[src/rtl/switch_rr.sv]
// NPORT x NPORT crossbar with a round-robin arbiter per output and wormhole locking.
// An output stays held by one input from a packet's head flit through its tail flit.
module switch_rr #(
    parameter int DATA_W = 8,
    parameter int NPORT  = 5,
    parameter int SEL_W  = 3
) (
    input  logic                    clk,
    input  logic                    rst,
    input  logic [NPORT*DATA_W-1:0] In,
    input  logic [NPORT*SEL_W-1:0]  request,
    input  logic [NPORT-1:0]        tail,
    input  logic [NPORT-1:0]        full,
    output logic [NPORT*DATA_W-1:0] Out,
    output logic [NPORT-1:0]        valid,
    output logic [NPORT-1:0]        grant
);

    // Handshake: input i's flit is consumed at the next rising edge exactly when
    // grant[i]=1; output o moves a flit only while full[o]=0, and valid[o] marks
    // the cycle after that transfer.

    logic [DATA_W-1:0] in_flit [NPORT];
    logic [SEL_W-1:0]  req_sel [NPORT];
    logic [NPORT-1:0]  req_mat [NPORT];

    logic [NPORT-1:0]  lock_q, lock_d;
    logic [SEL_W-1:0]  owner_q [NPORT];
    logic [SEL_W-1:0]  owner_d [NPORT];
    logic [SEL_W-1:0]  ptr_q   [NPORT];
    logic [SEL_W-1:0]  ptr_d   [NPORT];
    logic [DATA_W-1:0] out_q   [NPORT];
    logic [DATA_W-1:0] out_d   [NPORT];
    logic [NPORT-1:0]  valid_q, valid_d;

    logic [NPORT-1:0]  win_vld;
    logic [SEL_W-1:0]  win_idx [NPORT];

    for (genvar g = 0; g < NPORT; g++) begin : g_port
        assign in_flit[g]                 = In[g*DATA_W +: DATA_W];
        assign req_sel[g]                 = request[g*SEL_W +: SEL_W];
        assign Out[g*DATA_W +: DATA_W]    = out_q[g];
    end

    assign valid = valid_q;

    // req_mat[o][i]: input i targets output o; codes >= NPORT match nothing.
    always_comb begin
        for (int o = 0; o < NPORT; o++) begin
            for (int i = 0; i < NPORT; i++) begin
                req_mat[o][i] = (int'(req_sel[i]) == o);
            end
        end
    end

    // Arbitration: a locked output only serves its owner; otherwise scan from ptr.
    // The downward scan lets the lowest offset from ptr win by overwriting.
    always_comb begin
        int idx;
        idx = 0;
        for (int o = 0; o < NPORT; o++) begin
            win_vld[o] = 1'b0;
            win_idx[o] = '0;
            if (!full[o]) begin
                if (lock_q[o]) begin
                    win_vld[o] = req_mat[o][owner_q[o]];
                    win_idx[o] = owner_q[o];
                end else begin
                    for (int k = NPORT - 1; k >= 0; k--) begin
                        idx = int'(ptr_q[o]) + k;
                        if (idx >= NPORT) begin
                            idx = idx - NPORT;
                        end
                        if (req_mat[o][idx]) begin
                            win_vld[o] = 1'b1;
                            win_idx[o] = SEL_W'(idx);
                        end
                    end
                end
            end
        end
    end

    // Next-state: data capture, pointer advance on heads, lock until tail.
    always_comb begin
        lock_d  = lock_q;
        valid_d = '0;
        for (int o = 0; o < NPORT; o++) begin
            owner_d[o] = owner_q[o];
            ptr_d[o]   = ptr_q[o];
            out_d[o]   = out_q[o];
            if (win_vld[o]) begin
                out_d[o]   = in_flit[win_idx[o]];
                valid_d[o] = 1'b1;
                if (!lock_q[o]) begin
                    ptr_d[o] = (win_idx[o] == SEL_W'(NPORT - 1)) ? '0 : win_idx[o] + 1'b1;
                end
                if (tail[win_idx[o]]) begin
                    lock_d[o] = 1'b0;
                end else begin
                    lock_d[o]  = 1'b1;
                    owner_d[o] = win_idx[o];
                end
            end
        end
    end

    always_ff @(posedge clk or negedge rst) begin
        if (!rst) begin
            lock_q  <= '0;
            valid_q <= '0;
            for (int o = 0; o < NPORT; o++) begin
                owner_q[o] <= '0;
                ptr_q[o]   <= '0;
                out_q[o]   <= '0;
            end
        end else begin
            lock_q  <= lock_d;
            valid_q <= valid_d;
            for (int o = 0; o < NPORT; o++) begin
                owner_q[o] <= owner_d[o];
                ptr_q[o]   <= ptr_d[o];
                out_q[o]   <= out_d[o];
            end
        end
    end

    // Each input targets at most one output, so at most one winner maps to each grant bit.
    always_comb begin
        grant = '0;
        for (int o = 0; o < NPORT; o++) begin
            if (win_vld[o]) begin
                grant[win_idx[o]] = 1'b1;
            end
        end
        if (!rst) begin
            grant = '0;
        end
    end

endmodule

[config.mk]
export PLATFORM = sky130hd
export DESIGN_NAME = switch_rr
export DESIGN_NICKNAME = d
export VERILOG_FILES = /design/src/rtl/switch_rr.sv
export SDC_FILE = /design/constraint.sdc
export NUM_CORES = 1
export LEC_CHECK = 0
export ABC_CLOCK_PERIOD_IN_PS = 6850
export CELL_PAD_IN_SITES_DETAIL_PLACEMENT = 1
export CELL_PAD_IN_SITES_GLOBAL_PLACEMENT = 2
export CORE_MARGIN = 1
export CORE_UTILIZATION = 35
export DETAILED_ROUTE_END_ITERATION = 8
export PLACE_DENSITY_LB_ADDON = 0.1
export SYNTH_ARGS = -nofsm -noshare
export SYNTH_HDL_FRONTEND = slang
export SYNTH_SLANG_ARGS = --single-unit
[constraint.sdc]
create_clock -name clk -period 6.85 [get_ports clk]
set_clock_uncertainty 0.2 [all_clocks]
set_input_delay 1.0275 -clock clk [delete_from_list [all_inputs] [get_ports clk]]
set_output_delay 1.0275 -clock clk [all_outputs]
set_load 0.01 [all_outputs]
==> impl_metrics.json, run 1 <==
{
  "routed_via_density": 6.26,
  "place_hpwl_um": 41100,
  "hold_buffers": 0,
  "cts_root_buffer": "clkbuf_16",
  "nNetsFinal": 1802,
  "period_needed_ps": 6560,
  "async_flop_share_pct": 100,
  "yosysMostFrequentCell": "nand2_1",
  "cts_sinks": 80,
  "cp.arrival_ps": 5330,
  "p_per_area_nw_per_um2": 637,
  "holdPathEnd": "Out[33]",
  "min_period_over_period_pct": 95.8,
  "clock_latency_ps": 360,
  "cts.reportedPaths.clkPinSlew_ps": 70,
  "r2r-end": "ptr_q[8]",
  "path_cells": "inv_1 > buf_4 > ha_1 > nand2_1 > o311ai_1 > nand2_1 > and3_1 > or2_1 > o41a_1 > nor2b_1 > nand3_1 > o21ai_1 > o41a_1 > clkdlybuf4s50_1",
  "ys_ff_latch": 80,
  "timing.hold.ws_ps": 290,
  "drtAntennaViolNets": 0,
  "dieArea_um2": 36400,
  "grt_pass1_vias": 13203,
  "synth_top_cells_by_count": "nand2_1 (128), nor2_1 (113), mux2i_1 (108)",
  "clock_path_buffers": 2,
  "cts_tree": "done",
  "netlist_area_um2": 12500,
  "area_growth_pct": 15.6,
  "grt_use_met1_pct": 40.3,
  "slowest_delay_ps": 610,
  "yosys.area.top_type_share_pct": 16.0,
  "drive_gt1_share_pct": 12.9,
  "placed_area_um2": 14100,
  "p_total_uw": 9190,
  "core_region_area_um2": 34800,
  "first_iter_violations": 953,
  "ys_types": 114,
  "startpoint_type": "register",
  "rsz0062_at_grt": "no",
  "ys_top_cells_by_area": "dfrtp_1 (16%), mux2i_1 (8.7%), ha_1 (7.5%), a21oi_1 (4.0%), nand2_1 (3.8%)",
  "grt_max_degree": 53,
  "wl_per_cell_um": 24.9,
  "cts_htree_levels": 3,
  "io_pins": 117,
  "fp.dieW_um": 191,
  "synth_nets": 1716,
  "busiest_layer": "met2",
  "slew_viol_final": 0,
  "wl_um": 52700,
  "grt_pass1_wl_um": 80900,
  "postSynthAreaPerCell_um2": 7.94,
  "outcome": "finished clean",
  "ys_seq_area_share_pct": 16.0,
  "timing.rr.start": "ptr_q[7]",
  "finalSetupTns_ps": 0,
  "synth_top_flop_cell": "dfrtp_1",
  "fin_util_pct": 41.5,
  "antenna_found_initial": 2,
  "grt_use_met3_pct": 2.57,
  "critPathRequiredTime_ps": 5620,
  "maxCapViolCount": 0,
  "crit_fanout": 15,
  "route.detailed.drc": 0,
  "grt_usage_pct": 28.7,
  "hold_path_class": "register to register",
  "finalSetupViolCount": 0,
  "io_buffers": 116,
  "rows": 68,
  "ff2ff_path_depth": 17,
  "p_leak_uw": 0.00585,
  "max_freq_ghz": 0.152,
  "reg2reg_setup_slack_ps": 1940,
  "cpMaxStageDelayCell": "dfrtp_1",
  "tightest_slew_ps": 758,
  "grt-ovfl-total": 0,
  "initial_utilization_pct": 35.9,
  "path_delay_family": "compound AO/OA/AOI/OAI gates",
  "met2_usage_pct": 47.3,
  "relSlewSlack_pct": 49.3,
  "hold_start": "Out[33]",
  "die_y_um": 191,
  "drt_first_pass_iters": 5,
  "hold_viol_final": 0,
  "synth_largest_area_cell": "dfrtp_1",
  "diodes": 0,
  "critPathCaptureType": "output port",
  "yosys_warnings": 0,
  "synth_edf_count": 0,
  "peakVddDrop_uv": 305,
  "whs_path_depth": 2,
  "crit_type": "register to output port",
  "gp_congestion": 0.922,
  "path_buf_inv": 3,
  "syn_inst": 1574,
  "cts_buffers": 9,
  "num_vias": 13256,
  "post-route-cell-area_um2": 14400
}
-- placed cells by master, fill, tap and decap left out, drive strengths merged, types with 12 or more instances in the layout --
master and instances:
nand2b 22, nor4 12, nor2b 29, o211ai 23
ha 75, or2 13, xnor2 15, a31oi 25
a211o 13, o21a 13, a21oi 107, mux2i 108
nand3 42, dfrtp 80, and3 15, o31ai 23
a221o 13, mux2 41, a211oi 23, o21ai 94
inv 66, clkdlybuf4s50 115, buf 54, nor3b 24
nor3 51, nor2 114, and2 15, nand3b 16
a21o 18, or3 14, nand2 130, a22oi 19
-- cell families after synthesis --
logic type                 after synthesis  synth area share (%)
DFF                                     80                  16.0
muxes                                  158                  14.0
AOI/OAI and AO/OA                      531                  31.4
buffers and inverters                  161                  5.96
and+or+nand+nor                        549                  23.5
adders and majority gates               75                  7.51
xor gates and xnor gates                20                  1.58
-- worst register-to-register path: stages (launching register included) --
cell,delay (ps)
dfrtp_1,380
inv_1,350
ha_1,240
inv_1,60
ha_1,410
a211oi_1,300
a2bb2oi_2,450
mux2i_1,300
o21ai_0,160
a2111oi_0,490
a211o_1,160
nand2_1,160
nor2_1,330
inv_2,220
ha_1,270
nor3_1,180
a21oi_1,60
a21oi_1,140
-- through the flow --
step / setup WS, ps / std cells
2_1_floorplan: 1640 / 1574
3_3_place_gp: 434 / 2104
3_5_place_dp: 403 / 2104
4_1_cts: 344 / 2119
5_1_grt: 41.7 / 2119
6_report: 291 / 2119
-- sequential cells by signal, indices dropped and copies added (netlist names) --
signal / flops
valid: 5
ptr_q: 15
Out: 40
lock_q: 5
owner_q: 15
-- final cells by class --
| cell class | count | area (um2) |
|---|---|---|
| fillers | 4263 | 20400 |
| multi-input cells | 1333 | 9760 |
| flip-flops and latches | 80 | 2000 |
| repair buffers | 169 | 1560 |
| well taps | 455 | 569 |
| inverters | 67 | 256 |
| clock buffers | 9 | 225 |
| clock inverters | 6 | 68.8 |
-- power by group --
| part | leakage [uW] | internal [uW] | switching (uW) |
|---|---|---|---|
| sequential | 0.000959 | 708 | 284 |
| combinational | 0.00475 | 3040 | 4650 |
| clock | 0.000142 | 283 | 229 |
| total | 0.00585 | 4030 | 5170 |
-- per-layer routing --
layer,up-vias,share of wire [%]
met4,2,2.0
met5,-,0.025
met1,6707,47
li1,6192,-
met3,59,3.4
met2,296,48
-- repair_timing --
| action | in CTS | in global routing |
|---|---|---|
| setup endpoints to repair | 0 | 2 |
| gates resized for setup | 0 | 2 |
| setup buffers | 0 | 0 |
-- how the worst max path moves through the flow --
| stage | from | to | cells past startpoint |
|---|---|---|---|
| after floorplan | ptr_q[9] | grant[2] | 17 |
| final | ptr_q[10] | grant[0] | 14 |
| after global placement | request[2] | grant[1] | 11 |
| after CTS | ptr_q[13] | grant[1] | 14 |
| after detailed placement | request[5] | grant[2] | 12 |
| after global routing | ptr_q[13] | grant[3] | 13 |
(Power assumes the default switching activity.)
==> inputs of run 2 (changes only) <==
ABC_CLOCK_PERIOD_IN_PS = 8000   (was 6850)
clock period = 8 ns   (was 6.85 ns; I/O delays follow)
==> run 2 against run 1 <==
  * Critical endpoint unchanged
  * Critical path type is now input port to output port
  * Non-clock buffer count down 29
  * Via count down 1.8%
  * Highest routed layer is now met4
  * Routed wire length down 0.31%
  * Clock power down 9.6%
  * Count of clock-buffer cells in the layout unchanged
  * Die area unchanged
  * Utilization down 0.61 points
  * Register-to-register slack better by 740 ps
  * Sequential cell count unchanged
==> impl_metrics.json, run 2 (synthesized netlist as in run 1, its figures left out) <==
{
  "outcome": "finished clean",
  "gp_congestion": 0.961,
  "io_pins": 117,
  "p_seq_share_pct": 11.5,
  "layout_commonest_cell": "nand2_1",
  "route.detailed.drc": 0,
  "cts_root_buffer": "clkbuf_16",
  "cp.arrival_ps": 5770,
  "tightest_slew_ps": 877,
  "p_comb_share_pct": 82.6,
  "drive_gt1_share_pct": 11.3,
  "critPathCaptureType": "output port",
  "dieArea_um2": 36400,
  "hold_path_class": "register to register",
  "hold_buffers": 0,
  "post-route-cell-area_um2": 14200,
  "clock_path_buffers": 2,
  "io_buffers": 116,
  "min_period_over_period_pct": 89.6,
  "busiest_layer": "met2",
  "largest_register_ffs": 40,
  "cts_htree_levels": 3,
  "nNetsFinal": 1773,
  "hold_viol_final": 0,
  "startpoint": "request[6]",
  "swShare_pct": 56.2,
  "fp.dieW_um": 191,
  "grt_use_met3_pct": 3.62,
  "startpoint_type": "input port",
  "antenna_found_initial": 0,
  "critPathRequiredTime_ps": 6600,
  "place_hpwl_um": 40500,
  "relSlewSlack_pct": 41.0,
  "routed_via_density": 6.23,
  "p_total_uw": 7720,
  "timing.rr.start": "ptr_q[7]",
  "wl_per_cell_um": 25.2,
  "cts.reportedPaths.clkPinSlew_ps": 60,
  "rows": 68,
  "finalSetupTns_ps": 0,
  "grt_use_met1_pct": 38.4,
  "crit_type": "input port to output port",
  "multi_input_comb_area_um2": 9740,
  "p_leak_uw": 0.00571,
  "clkPwrFrac_pct": 6.0,
  "maxCapViolCount": 0,
  "grt-ovfl-total": 0,
  "num_vias": 13013,
  "cts_sinks": 80,
  "clock_latency_ps": 360,
  "cts_buffers": 9,
  "core_region_area_um2": 34800,
  "whs_path_depth": 1,
  "p_per_area_nw_per_um2": 543,
  "diodes": 0,
  "crit_fanout": 15,
  "cts_tree": "done",
  "finalSetupViolCount": 0,
  "holdPathEnd": "Out[30]",
  "die_y_um": 191,
  "rsz0062_at_grt": "no",
  "grt_usage_pct": 28.8,
  "r2r-end": "ptr_q[8]",
  "initial_utilization_pct": 35.9,
  "cellInternalPower_uw": 3380,
  "first_iter_violations": 794,
  "drtAntennaViolNets": 0,
  "wl_um": 52600,
  "max_freq_ghz": 0.140,
  "p_sw_uw": 4340,
  "regArea_um2": 2000,
  "grt_max_degree": 48,
  "reg2reg_setup_slack_ps": 2680,
  "drt_first_pass_iters": 5,
  "grt_pass1_wl_um": 81100,
  "met2_usage_pct": 48.6,
  "hold_start": "Out[30]",
  "post_cts_buffers": 0,
  "final_cell_mix": "nand2_1 (128), clkdlybuf4s50_1 (115), nor2_1 (113), mux2i_1 (108), a21oi_1 (100)",
  "peakVddDrop_uv": 232,
  "placed_area_um2": 13900,
  "fillCellCount": 4211,
  "slew_viol_final": 0,
  "grt_pass1_vias": 13111,
  "period_needed_ps": 7170,
  "area_growth_pct": 13.9,
  "cts_resized": 0,
  "ff2ff_path_depth": 15
}
run 2: cell count changes in the layout (fill, tap and decap cells not counted):
| cell | previous run | this run |
|---|---|---|
| buf_4 | 54 | 25 |
| bufinv_16 | 1 | 2 |
| clkinv_2 | 1 | 2 |
| clkinv_4 | 3 | 1 |
| clkinvlp_4 | 1 | 2 |
| inv_6 | 1 | 0 |
| nor3_1 | 47 | 48 |
| nor3_2 | 4 | 3 |
| nor4_1 | 11 | 12 |
| nor4_2 | 1 | 0 |
run 2: worst max path at each step:
stage	cells past startpoint	endpoint
after floorplan	17	grant[2]
after global placement	12	grant[0]
after detailed placement	12	grant[0]
after CTS	16	grant[0]
after global routing	16	grant[0]
final	12	grant[0]
run 2: metrics by stage:
stage	setup WS, ps	hold slack [ps]	instances	util [%]
5_1_grt	490	324	2090	40.9
6_report	834	297	2090	40.9
3_3_place_gp	1000	275	2075	40.0
4_1_cts	888	303	2090	40.9
3_5_place_dp	932	284	2075	40.0
2_1_floorplan	2620	304	1574	-
run 2: layout make-up:
cell class              count  area share (%)
clock inverters             6           0.598
repair buffers            140            9.41
well taps                 455            4.00
clock buffers               9            1.58
inverters                  67            1.80
multi-input cells        1333            68.5
flip-flops and latches     80            14.1
run 2: power groups by stage:
| stage | combinational, uW | sequential, uW | clock (uW) |
|---|---|---|---|
| floorplan | 4700 | 804 | 0 |
| global placement | 6230 | 883 | 0 |
| detailed placement | 6310 | 888 | 0 |
| CTS | 6340 | 883 | 474 |
| global route | 6980 | 912 | 484 |
| finish | 6380 | 884 | 463 |
run 2: metal layers:
| metal | up-vias | wire length, um |
|---|---|---|
| met3 | 62 | 2050 |
| met5 | - | 0 |
| met2 | 277 | 25000 |
| met4 | 0 | 1220 |
| met1 | 6554 | 24300 |
| li1 | 6120 | - |
run 2: worst max-delay path: stages:
cell and delay, ps:
clkdlybuf4s50_1 660, nor3b_2 740, mux2i_1 240, o221ai_1 420
mux2i_1 240, mux2i_1 110, o22ai_2 580, inv_2 270
nand3_1 170, o21ai_1 130, o41a_1 430, clkdlybuf4s50_1 560
==> inputs of run 3 (changes only) <==
ABC_CLOCK_PERIOD_IN_PS = 9200   (was 8000)
clock period = 9.2 ns   (was 8 ns; I/O delays follow)
==> run 3 against run 2 <==
  * Routed wire length increased by 0.45%
  * Critical path depth grew 3
  * Worst setup slack gained 630 ps
  * Design area fell by 0.59%
  * Utilization down 0.24 points
  * Via count is 1.0% higher
  * Combinational power shrank 13%
  * Sequential share of layout area increased by 0.083 points
  * Die area unchanged
  * Worst hold slack better by 4.0 ps
  * First-iteration DRC count increased by 7.2%
  * Sequential cell count unchanged
  * Largest cell class unchanged
==> impl_metrics.json, run 3 (synthesized netlist as in run 1, its figures left out) <==
{
  "finalSetupTns_ps": 0,
  "rows": 68,
  "timing.rr.start": "ptr_q[9]",
  "r2r-end": "owner_q[9]",
  "outcome": "finished clean",
  "cp.arrival_ps": 6160,
  "layout_commonest_cell": "nand2_1",
  "clock_path_buffers": 2,
  "fillCellCount": 4221,
  "p_leak_uw": 0.00566,
  "finalSetupViolCount": 0,
  "hold_buffers": 0,
  "gp_congestion": 0.911,
  "diodes": 0,
  "cts_htree_levels": 3,
  "hold_path_class": "register to register",
  "place_hpwl_um": 40600,
  "drtAntennaViolNets": 0,
  "drive_gt1_share_pct": 10.7,
  "period_needed_ps": 7740,
  "io_pins": 117,
  "crit_type": "register to output port",
  "largest_register_ffs": 40,
  "first_iter_violations": 851,
  "max_freq_ghz": 0.129,
  "die_y_um": 191,
  "dieArea_um2": 36400,
  "startpoint_type": "register",
  "crit_fanout": 27,
  "tightest_slew_ps": 932,
  "critPathRequiredTime_ps": 7620,
  "path_delay_family": "compound AO/OA/AOI/OAI gates",
  "maxCapViolCount": 0,
  "cts_tree": "done",
  "slew_viol_final": 0,
  "path_cells": "inv_1 > ha_1 > inv_1 > ha_1 > a211o_1 > a211oi_2 > mux2_2 > o22a_1 > a21oi_1 > o211a_1 > nor2b_1 > nand3_1 > o21ai_1 > o41a_1 > clkdlybuf4s50_1",
  "whs_path_depth": 1,
  "fp.dieW_um": 191,
  "grt_usage_pct": 28.8,
  "cts_resized": 0,
  "min_period_over_period_pct": 84.1,
  "peakVddDrop_uv": 181,
  "timing.hold.ws_ps": 301,
  "holdPathEnd": "Out[30]",
  "rsz0062_at_grt": "no",
  "post_cts_buffers": 0,
  "wl_per_cell_um": 25.4,
  "slowest_delay_ps": 960,
  "cts.reportedPaths.clkPinSlew_ps": 80,
  "path_buf_inv": 3,
  "grt_pass1_wl_um": 81000,
  "crit_cells": 15,
  "clock_latency_ps": 360,
  "route.detailed.drc": 0,
  "cts_sinks": 80,
  "critPathCaptureType": "output port",
  "hold_start": "Out[30]",
  "io_buffers": 116,
  "grt-ovfl-total": 0,
  "grt_max_degree": 59,
  "cts_buffers": 9,
  "routed_via_density": 6.32,
  "cts_root_buffer": "clkbuf_16",
  "area_growth_pct": 13.2,
  "core_region_area_um2": 34800,
  "relSlewSlack_pct": 37.8,
  "drt_first_pass_iters": 5,
  "final_cell_mix": "nand2_1 (128), clkdlybuf4s50_1 (115), nor2_1 (113), mux2i_1 (108), a21oi_1 (100)",
  "ff2ff_path_depth": 14,
  "grt_pass1_vias": 13378,
  "hold_viol_final": 0,
  "nNetsFinal": 1762,
  "initial_utilization_pct": 35.9,
  "wl_um": 52800,
  "reg2reg_setup_slack_ps": 3750,
  "cpMaxStageDelayCell": "dfrtp_1",
  "num_vias": 13147,
  "p_per_area_nw_per_um2": 474,
  "antenna_found_initial": 0
}
## run 3: changes by cell type in the layout (fill, tap and decap cells not counted)
cell / previous run / this run
buf_4: 25 / 14
bufinv_16: 2 / 1
clkinv_2: 2 / 0
clkinv_4: 1 / 2
clkinvlp_4: 2 / 1
inv_6: 0 / 3
inv_8: 0 / 1
## run 3: worst max path at each step
stage / startpoint / to / slack (ps)
2_1_floorplan: request[9] / grant[2] / 3630
3_3_place_gp: request[2] / grant[2] / 1690
3_5_place_dp: request[2] / grant[2] / 1680
4_1_cts: ptr_q[9] / grant[0] / 1510
5_1_grt: ptr_q[9] / grant[0] / 1210
6_report: ptr_q[9] / grant[0] / 1460
## run 3: routing by layer
metal | GRT usage (%) | part of all wire, % | up-vias
li1 | - | - | 6112
met1 | 38.2 | 45 | 6662
met2 | 49.0 | 48 | 297
met3 | 3.82 | 4.2 | 76
met4 | 7.11 | 2.1 | 0
met5 | 0 | 0 | -
## run 3: cell type report
cell class | instances | area [um2] | share of cell area [%]
flip-flops and latches | 80 | 2000 | 14.2
clock inverters | 7 | 83.8 | 0.593
multi-input cells | 1333 | 9740 | 68.9
repair buffers | 129 | 1260 | 8.89
clock buffers | 9 | 225 | 1.59
well taps | 455 | 569 | 4.03
inverters | 67 | 256 | 1.81
## run 3: per-stage QoR
step	cells	cell area [um2]	power (uW)	worst slack [ps]	utilization, %
floorplan	1574	12500	4780	3630	-
global placement	2064	13800	6170	1690	39.7
detailed placement	2064	13800	6230	1680	39.7
CTS	2080	14100	6660	1510	40.6
global route	2080	14100	7230	1210	40.6
finish	2080	14100	6700	1460	40.6
## run 3: power breakdown
part	leakage, uW	total, uW	switching [uW]	internal (uW)
logic	0.00455	5520	3370	2150
clock network	0.000149	399	183	216
registers	0.000959	781	255	526
total	0.00566	6700	3800	2890
